--- config.mk ---
export PLATFORM = sky130hd
export DESIGN_NAME = cnt_capture_flat
export DESIGN_NICKNAME = d
export VERILOG_FILES = /design/src/rtl/cnt_capture_if.sv /design/src/rtl/cnt_capture.sv /design/src/flat_wrapper.sv
export SDC_FILE = /design/constraint.sdc
export NUM_CORES = 1
export LEC_CHECK = 0
export BUFFER_PORTS_ARGS = -buffer_cell sky130_fd_sc_hd__buf_4
export CORE_MARGIN = 1
export CORE_UTILIZATION = 45
export CTS_CLUSTER_DIAMETER = 80
export DETAILED_ROUTE_END_ITERATION = 10
export GPL_TIMING_DRIVEN = 0
export SETUP_SLACK_MARGIN = 0.15
export SLEW_MARGIN = 30
export SYNTH_ARGS = -nofsm -noshare
export SYNTH_HDL_FRONTEND = slang
export SYNTH_SLANG_ARGS = --single-unit
--- constraint.sdc ---
create_clock -name clk -period 2.95 [get_ports clk]
set_input_delay 0.59 -clock clk [delete_from_list [all_inputs] [get_ports clk]]
set_output_delay 0.59 -clock clk [all_outputs]
set_load 0.005 [all_outputs]
--- src/rtl/cnt_capture_if.sv ---
// ---------------------------------------------------------------------------
// cnt_capture_if
//   Timestamp stream between cnt_capture (master) and its consumer (slave).
//   out_valid : head of the capture FIFO holds a timestamp
//   out_ready : consumer accepts the head on the next rising edge
//   out_data  : head timestamp, {ext, cnt}, EXT_W+16 bits
// ---------------------------------------------------------------------------
interface cnt_capture_if #(
  parameter int EXT_W = 8
);
  logic               out_valid;
  logic               out_ready;
  logic [EXT_W+15:0]  out_data;

  modport master (
    output out_valid,
    output out_data,
    input  out_ready
  );

  modport slave (
    input  out_valid,
    input  out_data,
    output out_ready
  );
endinterface

--- src/rtl/cnt_capture.sv ---
// ---------------------------------------------------------------------------
// cnt_capture
//   Timestamps rising edges of an asynchronous event line against an
//   upstream 16-bit free-running counter, extended by a local wrap counter,
//   and queues the stamps in a first-word-fall-through FIFO.
//
//   Ports
//     clk       : clock, all state on the rising edge
//     rst       : asynchronous active-high reset
//     cnt_en    : upstream counter enable (observed only)
//     cnt_dout  : upstream counter value
//     cnt_cout  : upstream terminal-count flag (cnt_dout == 16'hFFFF)
//     evt_in    : asynchronous event line
//     clr_ovr   : synchronous pulse clearing ovr
//     lvl       : FIFO occupancy, 0..DEPTH
//     ovr       : sticky "event dropped" flag
//     ts        : timestamp stream (out_valid / out_ready / out_data)
// ---------------------------------------------------------------------------
module cnt_capture #(
  parameter int DEPTH = 4,   // power of two, 2..16
  parameter int EXT_W = 8
) (
  input  logic                   clk,
  input  logic                   rst,
  input  logic                   cnt_en,
  input  logic [15:0]            cnt_dout,
  input  logic                   cnt_cout,
  input  logic                   evt_in,
  input  logic                   clr_ovr,
  output logic [$clog2(DEPTH):0] lvl,
  output logic                   ovr,
  cnt_capture_if.master          ts
);

  localparam int            AW   = $clog2(DEPTH);
  localparam int            SW   = EXT_W + 16;
  localparam logic [AW:0]   FULL = (AW+1)'(DEPTH);

  // Event synchronizer and edge history
  logic s1, s2, s3;
  logic detect;

  // Wrap-extension counter
  logic [EXT_W-1:0] ext;
  logic             wrap;

  // FIFO
  logic [SW-1:0]  mem [DEPTH];
  logic [AW-1:0]  wptr, rptr;
  logic           push, pop, drop, full;

  // NOTE: every clocked process uses non-blocking assignments so all
  // registers sample the pre-edge values of each other, matching hardware.
  always_ff @(posedge clk or posedge rst) begin
    if (rst) begin
      s1 <= 1'b0;
      s2 <= 1'b0;
      s3 <= 1'b0;
    end else begin
      s1 <= evt_in;
      s2 <= s1;
      s3 <= s2;
    end
  end

  // Rising edge of the synchronized event only.
  assign detect = s2 & ~s3;

  // The upstream counter rolls over to 0 on this edge.
  assign wrap = cnt_en & cnt_cout;

  always_ff @(posedge clk or posedge rst) begin
    if (rst) ext <= '0;
    else     ext <= ext + EXT_W'(wrap);
  end

  assign full         = (lvl == FULL);
  assign ts.out_valid = (lvl != '0);
  assign pop          = ts.out_valid & ts.out_ready;
  // A full FIFO still accepts a stamp when the head leaves on the same edge.
  assign push         = detect & (~full | pop);
  assign drop         = detect & full & ~pop;

  // Gating on out_valid keeps out_data at 0 through reset even though the
  // storage itself is never cleared.
  assign ts.out_data  = ts.out_valid ? mem[rptr] : '0;

  // NOTE: the storage array has no reset; its contents are only visible
  // through out_data while lvl != 0, so clearing it would buy nothing.
  always_ff @(posedge clk) begin
    if (push) mem[wptr] <= {ext, cnt_dout};
  end

  always_ff @(posedge clk or posedge rst) begin
    if (rst) begin
      wptr <= '0;
      rptr <= '0;
      lvl  <= '0;
    end else begin
      if (push) wptr <= wptr + 1'b1;
      if (pop)  rptr <= rptr + 1'b1;
      case ({push, pop})
        2'b10:   lvl <= lvl + 1'b1;
        2'b01:   lvl <= lvl - 1'b1;
        default: lvl <= lvl;
      endcase
    end
  end

  // Sticky overflow; a drop in the same cycle as clr_ovr keeps it set.
  always_ff @(posedge clk or posedge rst) begin
    if (rst)          ovr <= 1'b0;
    else if (drop)    ovr <= 1'b1;
    else if (clr_ovr) ovr <= 1'b0;
  end

endmodule

--- src/flat_wrapper.sv ---
// flat-port wrapper written by rule: the top's interface ports become plain ports
module cnt_capture_flat 
#(
  parameter int DEPTH = 4,                         
  parameter int EXT_W = 8
)
  (clk, rst, cnt_en, cnt_dout, cnt_cout, evt_in, clr_ovr, lvl, ovr, ts_out_valid, ts_out_data, ts_out_ready);
  cnt_capture_if #(.EXT_W(EXT_W)) ts_i ();
  input  logic clk;
  input  logic rst;
  input  logic cnt_en;
  input  logic [15:0] cnt_dout;
  input  logic cnt_cout;
  input  logic evt_in;
  input  logic clr_ovr;
  output logic [$clog2(DEPTH):0] lvl;
  output logic ovr;
  output wire logic [$bits(ts_i.out_valid)-1:0] ts_out_valid;
  output wire logic [$bits(ts_i.out_data)-1:0] ts_out_data;
  input wire logic [$bits(ts_i.out_ready)-1:0] ts_out_ready;
  assign ts_out_valid = ts_i.out_valid;
  assign ts_out_data = ts_i.out_data;
  assign ts_i.out_ready = ts_out_ready;
  cnt_capture #(.DEPTH(DEPTH), .EXT_W(EXT_W)) u_core (.clk(clk), .rst(rst), .cnt_en(cnt_en), .cnt_dout(cnt_dout), .cnt_cout(cnt_cout), .evt_in(evt_in), .clr_ovr(clr_ovr), .lvl(lvl), .ovr(ovr), .ts(ts_i));
endmodule
After elaboration in Yosys (flattened, before gate mapping) --
Memories as Yosys holds them, arrays and structs flattened. Index checks and enable logic that the tools add are counted. W data, S select, Z words.
Storage, ports and cells: flip-flop bits (word level) 19, bits in latches 0, RAM bits 96, bits in read-only memories 0, input bits 23, output and inout port bits 29, word-level logic and storage cells 36, memories 1
Operators by class: add/subtract/negate cells 5, multiply operators 0, div/mod/pow operators 0, magnitude comparators 0, eq/ne operators 3, shift operators 0, multiplexer cells 6, bitwise gates (word level) 10, reductions and logical operators 3
Memories:
- u_core.mem | words 4, width 24, rd ports 1, clocked after memory_dff 0, wr ports 1, line cnt_capture.sv:48 | logic [SW-1:0] mem [DEPTH];
Operators with widths (count):
- $mux W24 | 1
- $add A8 B1 Y8 | 1
- $and A1 B1 Y1 | 6
- $pmux W3 S2 | 1
- $add A2 B1 Y2 const B | 2
- $mux W1 | 4
- $reduce_bool A2 Y1 | 2
- $add A3 B1 Y3 const B | 1
- $eq A3 B3 Y1 const B | 1
- $not A1 Y1 | 3
- $reduce_bool A3 Y1 | 1
- $sub A3 B1 Y3 const B | 1
- $eq A2 B1 Y1 const B | 1
- $eq A2 B2 Y1 const B | 1
- $or A1 B1 Y1 | 1

Logic depth before layout (Yosys ltp) --
word-level depth 6, depth in mapped cells 9, depth with buffers taken out 6

Least setup slack after synthesis --
OpenSTA, ideal clock, no wires.
kind reg2reg, start register u_core.lvl[2], end register u_core.lvl[1], library setup time 0.087 ns, data arrival time 2.111 ns, data required time 2.863 ns, slack 0.752 ns, stages on the path, launching flop included 10, path buffers 3, period minus slack after synthesis 2.198 ns, path through dfrtp_1 buf_6 or3_1 buf_6 buf_6 nand3_1 fa_1 nor4bb_1 a21oi_1 o211ai_1
Between the ends: word-level cells in the longest chain between the ends 6, elaborated cells on any way between the ends 10, those cells by class 3 x eq/ne; 1 x mux; 4 x bitwise; 2 x reduce/logical
RTL lines:
- start: declaration | line cnt_capture.sv:30 | output logic [$clog2(DEPTH):0] lvl,
- start signal: assignment | line cnt_capture.sv:103 | 2'b10: lvl <= lvl + 1'b1;
- start signal: assignment | line cnt_capture.sv:104 | 2'b01: lvl <= lvl - 1'b1;
- start signal: assignment | line cnt_capture.sv:105 | default: lvl <= lvl;
- $reduce_bool A3 Y1 (*) | line cnt_capture.sv:78 | assign ts.out_valid = (lvl != '0);
- named net ts_out_valid | line flat_wrapper.sv:18 | output wire logic [$bits(ts_i.out_valid)-1:0] ts_out_valid;
- $and A1 B1 Y1 (*) | line cnt_capture.sv:79 | assign pop = ts.out_valid & ts.out_ready;
- $or A1 B1 Y1 | line cnt_capture.sv:81 | assign push = detect & (~full | pop);
- $and A1 B1 Y1 | line cnt_capture.sv:81
- $eq A2 B1 Y1 or $eq A2 B2 Y1 (tied branches) | line cnt_capture.sv:102 | case ({push, pop})
- $pmux W3 S2 or $reduce_bool A2 Y1 (tied branches)
The timed path passes the listed nets; every way through them passes the cells marked *. A chain may end at the register's enable or synchronous reset.

Worst setup path after layout --
start register u_core.lvl[1], end output port ts_out_data[12]
Between the ends: word-level cells in the longest chain between the ends 2
RTL lines:
- $reduce_bool A3 Y1 | line cnt_capture.sv:78
- $mux W24 | line cnt_capture.sv:86 | assign ts.out_data = ts.out_valid ? mem[rptr] : '0;
- end: declaration | line flat_wrapper.sv:19 | output wire logic [$bits(ts_i.out_data)-1:0] ts_out_data;
No other way between the ends.

==> implementation parameters <==
Parameter                              Value

Global routing
  Number of global-route vias before repair    2417
  Largest net degree at the start of global routing    25
  Global router's overall resource usage    15.9%
  Initial antenna violation count    0
  Remaining global-route overflow    0
  First-pass GRT wire length    12.7 mm

Routing
  Via Count    2374
  Via density per instance    5.15
  Number of nets with antenna violations after detailed routing    0
  Average routed wire per standard cell    17.1 um
  Number of remaining DRC errors    0
  Iter 0 DRT Violations    82
  Wirelength, routed    7.88 mm
  First-pass DRT Iterations    4

Synth
  Number of synthesized register bits    around 120
  Per-instance average area after synthesis    about 19 um2
  Dominant synthesized flop cell    edfxtp_1
  Total of warnings raised by yosys    0
  Post-Syn Instances    245
  Syn_nets    roughly 280
  Combined area of all synthesized cells    4700 um2
  Number of enable-type register cells in the synthesized netlist    96
  Portion of the post-synthesis area used by sequential elements    71.5%
  Number of distinct library cell variants in the gate-level netlist after synthesis    40
  Ys async rst share    16.5%

Setup path
  Startpoint kind of the worst setup timing path    flip-flop
  Delay of the slowest cell on the worst path    0.39 ns
  Worst path required time    between 2 and 2.5 ns
  Cell-by-cell trace of the critical path    buf_2 > or3_1 > buf_6 > clkbuf_2 > and2_1 > buf_4
  Critical Path End Type    output port
  Worst Path Arrival    around 2.1 ns
  Crit Path Max Fanout    10
  Highest-delay cell along the critical path    dfrtp_1
  Kind of cell with the highest combined delay on the critical path    buffers and inverters
  Class of the most critical setup path    reg -> out
  Number of buffers and inverters on the critical path    4

Job
  Number of max-cap violations    0

Power and ir drop
  Areal power density over the cells    between 900 and 1000 nW/um2
  Pleak    roughly 2.1 nW
  Maximum vdd drop    around 0.00048 V
  Total design power    5.77 mW

STA
  Number of slew-limit violations in the final report    0
  Post-route minimum period    between 2 and 3 ns
  Clock skew    0.0149 ns
  Portion of the clock cycle consumed by the worst path in the final layout    around nine tenths
  Measured slew at the worst slew-check pin    0.781 ns
  Total Negative Setup Slacks    0 ns
  Top achievable clock speed    373 MHz
  Setup repair after global routing missed its margin    false
  Final setup violating endpoints    0
  Remaining max-slew budget at the tightest pin    47.9%
  Final Hold Violating Endpoints    0
  Final hold slack    0.188 ns

Cells and area
  Layout cell share with drive strength beyond 1    35.7%
  Area added between synthesis and finish    23.2%
  Number of antenna repair diodes    0
  Multi-input logic area    1190 um2
  Final instance area    5790 um2
  Sequential cell area in the final layout    3360 um2
  Number of filler cells placed in the layout    around 750
  Net count, final    345
  Final std cells w/o fill    461

Die
  I/O pin count    52
  Initial core utilization    approximately 47%
  Floorplan Core Area    9950 um2
  Die Width    104 um
  Full die area    about 11000 um2
  Overall die height    104 um
  Number of placement rows    36

Placed design
  DP Area    between 5000 and 6000 um2
  DP Cell Count    429
  Placed wire-length estimate after detailed placement    roughly 4.7 mm
  Gp weighted congestion    0.664
  IO buf count    ~50

Clock network
  Post-cts repair resize count    0
  Clock slew at the register clock pins of the worst setup and hold paths    approximately 0.06 ns
  Clock buffer depth    2
  CTS HTree Levels    4
  Clock latency at the later pin of the worst-skew pair    0.50 ns
  TritonCTS clock tree    done
  CTS Sinks    115
  Number of buffers created by CTS    17
  CTS root buffer    clkbuf_8
  Hold bufs inserted after CTS    0
  Setup Buffers After CTS    0

Worst hold path
  Worst hold path type    in -> reg

Outcome
  Status    completed
[final timing paths]
| kind | from | end | slack (ns) | cells past startpoint |
|---|---|---|---|---|
| min | evt_in | u_core.s1 | 0.19 | 1 |
| min in group asynchronous | rst | u_core.wptr[0] | 0.23 | 2 |
| min reg2reg | u_core.s1 | u_core.s2 | 0.35 | 0 |
| max reg2reg | u_core.lvl[1] | u_core.lvl[2] | 0.58 | 9 |
| max in group asynchronous | rst | u_core.ext[5] | 2.22 | 2 |
| max | u_core.lvl[1] | ts_out_data[12] | 0.27 | 6 |
[cells in the mapped netlist (2+ instances only)]
cell | number | area share, %
and2_1 | 29 | 3.9
and3_1 | 2 | 0.27
buf_12 | 2 | 0.85
buf_2 | 5 | 0.53
buf_6 | 4 | 0.96
clkbuf_1 | 2 | 0.16
dfrtp_1 | 19 | 10
edfxtp_1 | 96 | 61
ha_1 | 6 | 1.6
inv_1 | 8 | 0.64
mux4_1 | 6 | 3.4
mux4_2 | 18 | 8.6
nand2_1 | 3 | 0.24
nand3_1 | 6 | 0.64
nor4bb_1 | 2 | 0.43
o211ai_1 | 3 | 0.48
o21ai_0 | 4 | 0.43
xnor2_1 | 7 | 1.3
xor2_1 | 2 | 0.37
[metrics by stage]
stage                     worst slack [ns]  utilization (%)
after floorplan                      0.752                -
after global placement               0.322             52.7
after detailed placement             0.463             52.8
after CTS                            0.211             58.2
after global routing                 0.162             58.2
final                                0.266             58.2
[logic make-up after synthesis]
group	share of synthesized area (%)
DFF	71.5
and+or+nand+nor	7.11
muxes	12.2
buffers and inverters	3.25
AOI/OAI and AO/OA	2.26
xor gates and xnor gates	1.68
adders and majority gates	2.02
[cell usage in the layout (no fill, tap or decap), types with 2 or more instances in the layout]
cell type | Yosys | layout
and2_1 | 29 | 25
and2_2 | 0 | 4
and3_1 | 2 | 2
buf_12 | 2 | 2
buf_2 | 5 | 5
buf_4 | 0 | 51
buf_6 | 4 | 4
bufinv_16 | 0 | 2
clkbuf_1 | 2 | 3
clkbuf_16 | 0 | 16
clkinv_1 | 0 | 4
clkinv_2 | 0 | 6
clkinvlp_4 | 0 | 2
dfrtp_1 | 19 | 19
edfxtp_1 | 96 | 96
ha_1 | 6 | 6
inv_1 | 8 | 8
mux4_1 | 6 | 6
mux4_2 | 18 | 18
nand2_1 | 3 | 3
nand3_1 | 6 | 6
nor4bb_1 | 2 | 2
o211ai_1 | 3 | 3
o21ai_0 | 4 | 4
xnor2_1 | 7 | 7
xor2_1 | 2 | 2
[final cells by class]
| class | instances | area share, % |
|---|---|---|
| Timing Repair Buffer | 51 | 6.61 |
| Tap cell | 133 | 2.87 |
| Inverter | 8 | 0.518 |
| Buffer | 14 | 2.12 |
| Sequential cell | 115 | 58.0 |
| Clock inverter | 14 | 2.07 |
| Clock buffer | 18 | 7.22 |
| Multi-Input combinational cell | 108 | 20.6 |
[layer usage]
| layer | vias up | part of all wire, % | global-route usage, % |
|---|---|---|---|
| li1 | 1099 | - | - |
| met1 | 1218 | 46 | 20.4 |
| met2 | 49 | 49 | 25.4 |
| met3 | 8 | 3.5 | 4.70 |
| met4 | 0 | 1.2 | 6.73 |
| met5 | - | 0 | 0 |
[state kept, by name, summed over array words and instances, names as in the netlist]
signal       count
u_core.wptr      2
u_core.ext       8
u_core.s1        1
u_core.mem      96
u_core.s3        1
u_core.ovr       1
u_core.lvl       3
u_core.rptr      2
u_core.s2        1
[worst reg2reg max path, stage by stage, from the launching register on]
cell and delay, ns:
dfrtp_1 0.36, buf_2 0.20, or3_1 0.14, buf_6 0.14, buf_6 0.14, nand3_1 0.10, fa_1 0.44, or4b_1 0.51
o211ai_1 0.12, o211ai_1 0.10
[power by group]
group | switching [mW] | leakage (nW) | internal [mW] | total [mW]
sequential | 0.122 | 1.11 | 2.06 | 2.18
combinational | 0.743 | 0.773 | 1.00 | 1.75
clock | 0.666 | 0.264 | 1.18 | 1.84
total | 1.53 | 2.15 | 4.24 | 5.77
No activity file was read; power rests on OpenSTA's default activity.
